===== src/rtl/shift_sequencer.sv =====
// rtl/shift_sequencer.sv - multi-cycle shift-by-N sequencer driving a single-bit shift step
//
// Purpose: performs LSL/LSR/ASR/ROL by 0..2**AMT_W-1 bit positions on a
// WIDTH-bit operand, one bit step per clock, in place of a barrel shifter.
//
// Ports:
//   clk     - system clock, rising edge
//   rst     - asynchronous active-high reset
//   start   - operation request, sampled only while idle
//   operand - value to shift, captured on an accepted start
//   amount  - number of single-bit steps, captured on an accepted start
//   mode    - 00=LSL 01=LSR 10=ASR 11=ROL, captured on an accepted start
//   busy    - high while an operation is in flight
//   done    - one-cycle pulse; result/carry/zero valid from this cycle
//   result  - shifted value, held until the next done
//   carry   - last bit shifted/rotated out (0 for amount=0)
//   zero    - result==0, updated together with result
module shift_sequencer #(
    parameter int WIDTH = 8,
    parameter int AMT_W = 4
) (
    input  logic             clk,
    input  logic             rst,
    input  logic             start,
    input  logic [WIDTH-1:0] operand,
    input  logic [AMT_W-1:0] amount,
    input  logic [1:0]       mode,
    output logic             busy,
    output logic             done,
    output logic [WIDTH-1:0] result,
    output logic             carry,
    output logic             zero
);

    localparam logic [0:0] ST_IDLE  = 1'b0;
    localparam logic [0:0] ST_SHIFT = 1'b1;

    localparam logic [1:0] MODE_LSL = 2'b00;
    localparam logic [1:0] MODE_LSR = 2'b01;
    localparam logic [1:0] MODE_ASR = 2'b10;
    localparam logic [1:0] MODE_ROL = 2'b11;

    logic [0:0]       state_q,  state_d;
    logic [WIDTH-1:0] acc_q,    acc_d;
    logic [AMT_W-1:0] cnt_q,    cnt_d;
    logic             cbit_q,   cbit_d;
    logic [1:0]       mode_q,   mode_d;
    logic             done_q,   done_d;
    logic [WIDTH-1:0] result_q, result_d;
    logic             carry_q,  carry_d;
    logic             zero_q,   zero_d;

    // One bit step of the latched mode applied to the accumulator.
    logic [WIDTH-1:0] step_acc;
    logic             step_out;

    always_comb begin
        step_acc = acc_q;
        step_out = 1'b0;
        case (mode_q)
            MODE_LSL: begin
                step_acc = {acc_q[WIDTH-2:0], 1'b0};
                step_out = acc_q[WIDTH-1];
            end
            MODE_LSR: begin
                step_acc = {1'b0, acc_q[WIDTH-1:1]};
                step_out = acc_q[0];
            end
            MODE_ASR: begin
                step_acc = {acc_q[WIDTH-1], acc_q[WIDTH-1:1]};
                step_out = acc_q[0];
            end
            MODE_ROL: begin
                step_acc = {acc_q[WIDTH-2:0], acc_q[WIDTH-1]};
                step_out = acc_q[WIDTH-1];
            end
            default: begin
                step_acc = acc_q;
                step_out = 1'b0;
            end
        endcase
    end

    always_comb begin
        state_d  = state_q;
        acc_d    = acc_q;
        cnt_d    = cnt_q;
        cbit_d   = cbit_q;
        mode_d   = mode_q;
        done_d   = 1'b0;
        result_d = result_q;
        carry_d  = carry_q;
        zero_d   = zero_q;

        case (state_q)
            ST_IDLE: begin
                // The done cycle is spent in IDLE, so a start seen alongside
                // done is accepted here and operations can run back-to-back.
                if (start) begin
                    acc_d   = operand;
                    cnt_d   = amount;
                    cbit_d  = 1'b0;
                    mode_d  = mode;
                    state_d = ST_SHIFT;
                end
            end
            ST_SHIFT: begin
                if (cnt_q != '0) begin
                    acc_d  = step_acc;
                    cbit_d = step_out;
                    cnt_d  = cnt_q - AMT_W'(1);
                end else begin
                    // Final cycle publishes the accumulator; outputs hold
                    // from here until the next completion.
                    result_d = acc_q;
                    carry_d  = cbit_q;
                    zero_d   = (acc_q == '0);
                    done_d   = 1'b1;
                    state_d  = ST_IDLE;
                end
            end
            default: begin
                state_d = ST_IDLE;
            end
        endcase
    end

    always_ff @(posedge clk or posedge rst) begin
        if (rst) begin
            state_q  <= ST_IDLE;
            acc_q    <= '0;
            cnt_q    <= '0;
            cbit_q   <= 1'b0;
            mode_q   <= MODE_LSL;
            done_q   <= 1'b0;
            result_q <= '0;
            carry_q  <= 1'b0;
            zero_q   <= 1'b0;
        end else begin
            state_q  <= state_d;
            acc_q    <= acc_d;
            cnt_q    <= cnt_d;
            cbit_q   <= cbit_d;
            mode_q   <= mode_d;
            done_q   <= done_d;
            result_q <= result_d;
            carry_q  <= carry_d;
            zero_q   <= zero_d;
        end
    end

    assign busy   = (state_q == ST_SHIFT);
    assign done   = done_q;
    assign result = result_q;
    assign carry  = carry_q;
    assign zero   = zero_q;

endmodule


===== config.mk =====
export PLATFORM = sky130hd
export DESIGN_NAME = shift_sequencer
export DESIGN_NICKNAME = d
export VERILOG_FILES = /design/src/rtl/shift_sequencer.sv
export SDC_FILE = /design/constraint.sdc
export NUM_CORES = 1
export LEC_CHECK = 0
export BUFFER_PORTS_ARGS = -buffer_cell sky130_fd_sc_hd__buf_4
export CORE_MARGIN = 3
export CORE_UTILIZATION = 35
export DETAILED_ROUTE_END_ITERATION = 16
export GPL_ROUTABILITY_DRIVEN = 0
export PLACE_DENSITY = 0.67
export SLEW_MARGIN = 5
export SYNTH_ARGS = -nofsm -noshare
export SYNTH_HDL_FRONTEND = slang
export SYNTH_SLANG_ARGS = --single-unit
export TNS_END_PERCENT = 1

===== constraint.sdc =====
create_clock -name clk -period 1.7 [get_ports clk]
set_input_delay 0.255 -clock clk [delete_from_list [all_inputs] [get_ports clk]]
set_output_delay 0.255 -clock clk [all_outputs]
set_load 0.005 [all_outputs]

==> impl_metrics.py <==
metrics = {
    "cells_and_area": {
        "final_cell_mix": "33 x buf_4, 27 x dfrtp_1, 18 x o21ai_0, 10 x mux2_2, 8 x inv_1",
        "nFillCells": 381,
        "drive_above_1_share": 0.3608,
        "final_nets": 182,
        "diodes": 0,
        "area_growth_pct": 24.75,
        "layout_commonest_cell": "buf_4",
    },
    "grt": {
        "grt_pass1_vias": 1107,
        "grt_max_degree": 28,
        "overflow": 0,
        "track_usage": 0.1464,
        "grt_pass1_wl_mm": 5.133,
        "grt_antenna_before_repair": 0,
    },
    "route": {
        "viasPerCell": 5.340,
        "drc_errors": 0,
        "wl_met3_um": 190,
        "wl_mm": 3.043,
        "wl_met1_mm": 1.304,
        "drt_iter0_drc": 50,
        "drt_first_pass_iters": 4,
        "wl_met2_mm": 1.488,
        "ant_nets": 0,
        "wl_per_cell_um": 14.77,
        "num_vias": 1100,
        "dr.max_layer_used": "met4",
    },
    "place": {
        "io_buffer_count": 28,
        "dpl.hpwl_mm": 2.236,
    },
    "synth": {
        "synth_top_family_by_area": "compound AO/OA/AOI/OAI gates",
        "yosysSeqAreaShare": 0.4896,
        "syn_nets": 152,
        "yosysUniqueCellTypes": 29,
        "synth-edff-count": 0,
        "synth_xor_area_frac": 0.006346,
        "syn_inst": 129,
        "syn_area_per_cell_um2": 10.70,
        "ys.flop_type": "dfrtp_1",
        "synth_seq_cells": 27,
        "synthMuxAreaShare": 0.08885,
        "synthSimpleGateAreaFrac": 0.09791,
        "synth_compound_area_frac": 0.1995,
        "synthAdderAreaFrac": 0.05440,
        "ys_async_sr_fraction": 1.000,
        "yosysWarnings": 0,
        "syn_area_um2": 1380,
    },
    "setup_path": {
        "path_class": "reg2reg",
        "reg2reg_depth": 5,
        "arrival_ns": 1.77,
        "r2r_slack_ns": 0.1,
        "path_cells": "inv_1 -> ha_1 -> and4bb_2 -> or2_4 -> o31a_1",
        "worst_r2r_endpoint": "acc_q[0]",
        "crit_required_ns": 1.87,
        "path_max_fanout": 11,
        "start_kind": "flop",
        "slowest_delay_ns": 0.37,
        "slowest_stage": "dfrtp_1",
        "worstReg2RegStart": "cnt_q[1]",
        "end_kind": "flop",
    },
    "sta": {
        "final-hold-violation-count": 0,
        "worstMarginPinSlew_ns": 0.4160,
        "slew_headroom": 0.7223,
        "fin_crit_ns": 1.602,
        "grt_setup_unrepaired": "true",
        "fin_skew_ns": 0.006211,
        "hold_slack_ns": 0.03604,
        "setup_viol": 0,
        "min_period_over_period": 0.9423,
        "drv_slew": 0,
        "fmax_mhz": 624.3,
    },
    "cts": {
        "h-tree-depth": 1,
        "clkLatencyLatePin_ns": 0.27,
        "clkTransAtPathRegs_ns": 0.09,
        "cts_setup_buffers": 0,
        "cts.path.max_buffers": 2,
        "clock-root-buffer": "clkbuf_8",
        "tritoncts": "done",
        "cts_buffers": 3,
        "cts_sinks": 27,
    },
    "power_and_ir_drop": {
        "ir_drop_mv": 0.8754,
        "powerDensity_nw_per_um2": 1923,
        "power_mw": 3.311,
        "leakage_nw": 0.7931,
    },
    "outcome": {
        "status": "completed",
    },
    "floorplan": {
        "start_util": 0.3686,
        "dieHeight_um": 68.80,
        "fp.dieW_um": 68.80,
        "fp.coreArea_um2": 3744,
        "design.die.area_um2": 4733,
        "rows": 22,
        "ioPinCount": 29,
    },
    "hold_path": {
        "hp-class": "in2async",
    },
    "run": {
        "cap_violations": 0,
    },
}
## state kept, by name, summed over array words and instances (netlist names)
signal and flops:
cnt_q 4, busy 1, carry 1, result 8, done 1, mode_q 2, acc_q 8, cbit_q 1
zero 1
## worst max-delay path, delay by kind of cell, from the launching register on
family / cells / cell delay, ns
AO/OA/AOI/OAI: 1 / 0.31
adder cells (fa/ha/maj): 1 / 0.19
buffers and inverters: 1 / 0.06
flip-flops: 1 / 0.37
AND/OR/NAND/NOR: 2 / 0.57
## worst max path at each step
stage                     cells past startpoint        end  startpoint  slack (ns)
final                                         5   acc_q[0]    cnt_q[1]         0.1
after floorplan                               7   acc_q[1]    cnt_q[0]        0.13
after global placement                        5   acc_q[2]   mode_q[0]        0.11
after global routing                          5   acc_q[2]    cnt_q[1]       -0.02
after detailed placement                      5  result[3]    cnt_q[1]        0.06
after CTS                                     5  result[3]    cnt_q[1]        0.05
## layer usage
metal / GRT usage / vias up
met2: 0.2324 / 38
met5: 0 / -
met3: 0.03404 / 6
met4: 0.06083 / 0
li1: - / 522
met1: 0.1911 / 534
## where the power goes
| part | internal, mW | switching (mW) |
|---|---|---|
| registers | 0.953 | 0.263 |
| clock network | 0.164 | 0.193 |
| logic | 0.916 | 0.823 |
| total | 2.03 | 1.28 |
## repair_timing
action                     4_1_cts  5_1_grt
hold endpoints to repair         0        0
hold buffers                     0        0
resized for setup                0        8
setup endpoints to repair        0       16
## kinds of logic after synthesis
family | Yosys count
multiplexers | 11
flip-flops | 27
XOR/XNOR | 1
buffers and inverters | 17
AO/OA/AOI/OAI | 41
adder cells (fa/ha/maj) | 6
AND/OR/NAND/NOR | 26
## cell type report
| type | instances | area (um2) | share of cell area |
|---|---|---|---|
| sequential | 27 | 675.6 | 0.3924 |
| timing repair buffer | 34 | 259.0 | 0.1504 |
| multi-input combinational | 85 | 650.6 | 0.3779 |
| inverter | 8 | 30.03 | 0.01744 |
| clock buffer | 3 | 41.29 | 0.02398 |
| tap | 48 | 60.06 | 0.03488 |
| clock inverter | 1 | 5.005 | 0.002907 |
## Yosys cell counts, types with 3 or more instances
cell | number | area share
dfrtp_1 | 27 | 0.49
o31ai_1 | 7 | 0.038
buf_6 | 3 | 0.024
nand2_1 | 6 | 0.016
o21ai_0 | 18 | 0.065
clkbuf_1 | 5 | 0.014
mux2_2 | 10 | 0.082
ha_1 | 6 | 0.054
nor2_1 | 7 | 0.019
nor2b_1 | 5 | 0.023
a221oi_1 | 6 | 0.038
inv_1 | 8 | 0.022
## per-stage QoR
step | worst slack [ns] | utilization | area (um2) | TNS [ns] | std cells
2_1_floorplan | 0.1336 | - | 1380 | 0 | 129
3_3_place_gp | 0.1128 | 0.4375 | 1638 | 0 | 202
3_5_place_dp | 0.06199 | 0.4375 | 1638 | 0 | 202
4_1_cts | 0.04644 | 0.4499 | 1684 | 0 | 206
5_1_grt | -0.02231 | 0.4599 | 1722 | -0.06470 | 206
6_report | 0.09812 | 0.4599 | 1722 | 0 | 206
(Power assumes the default switching activity.)
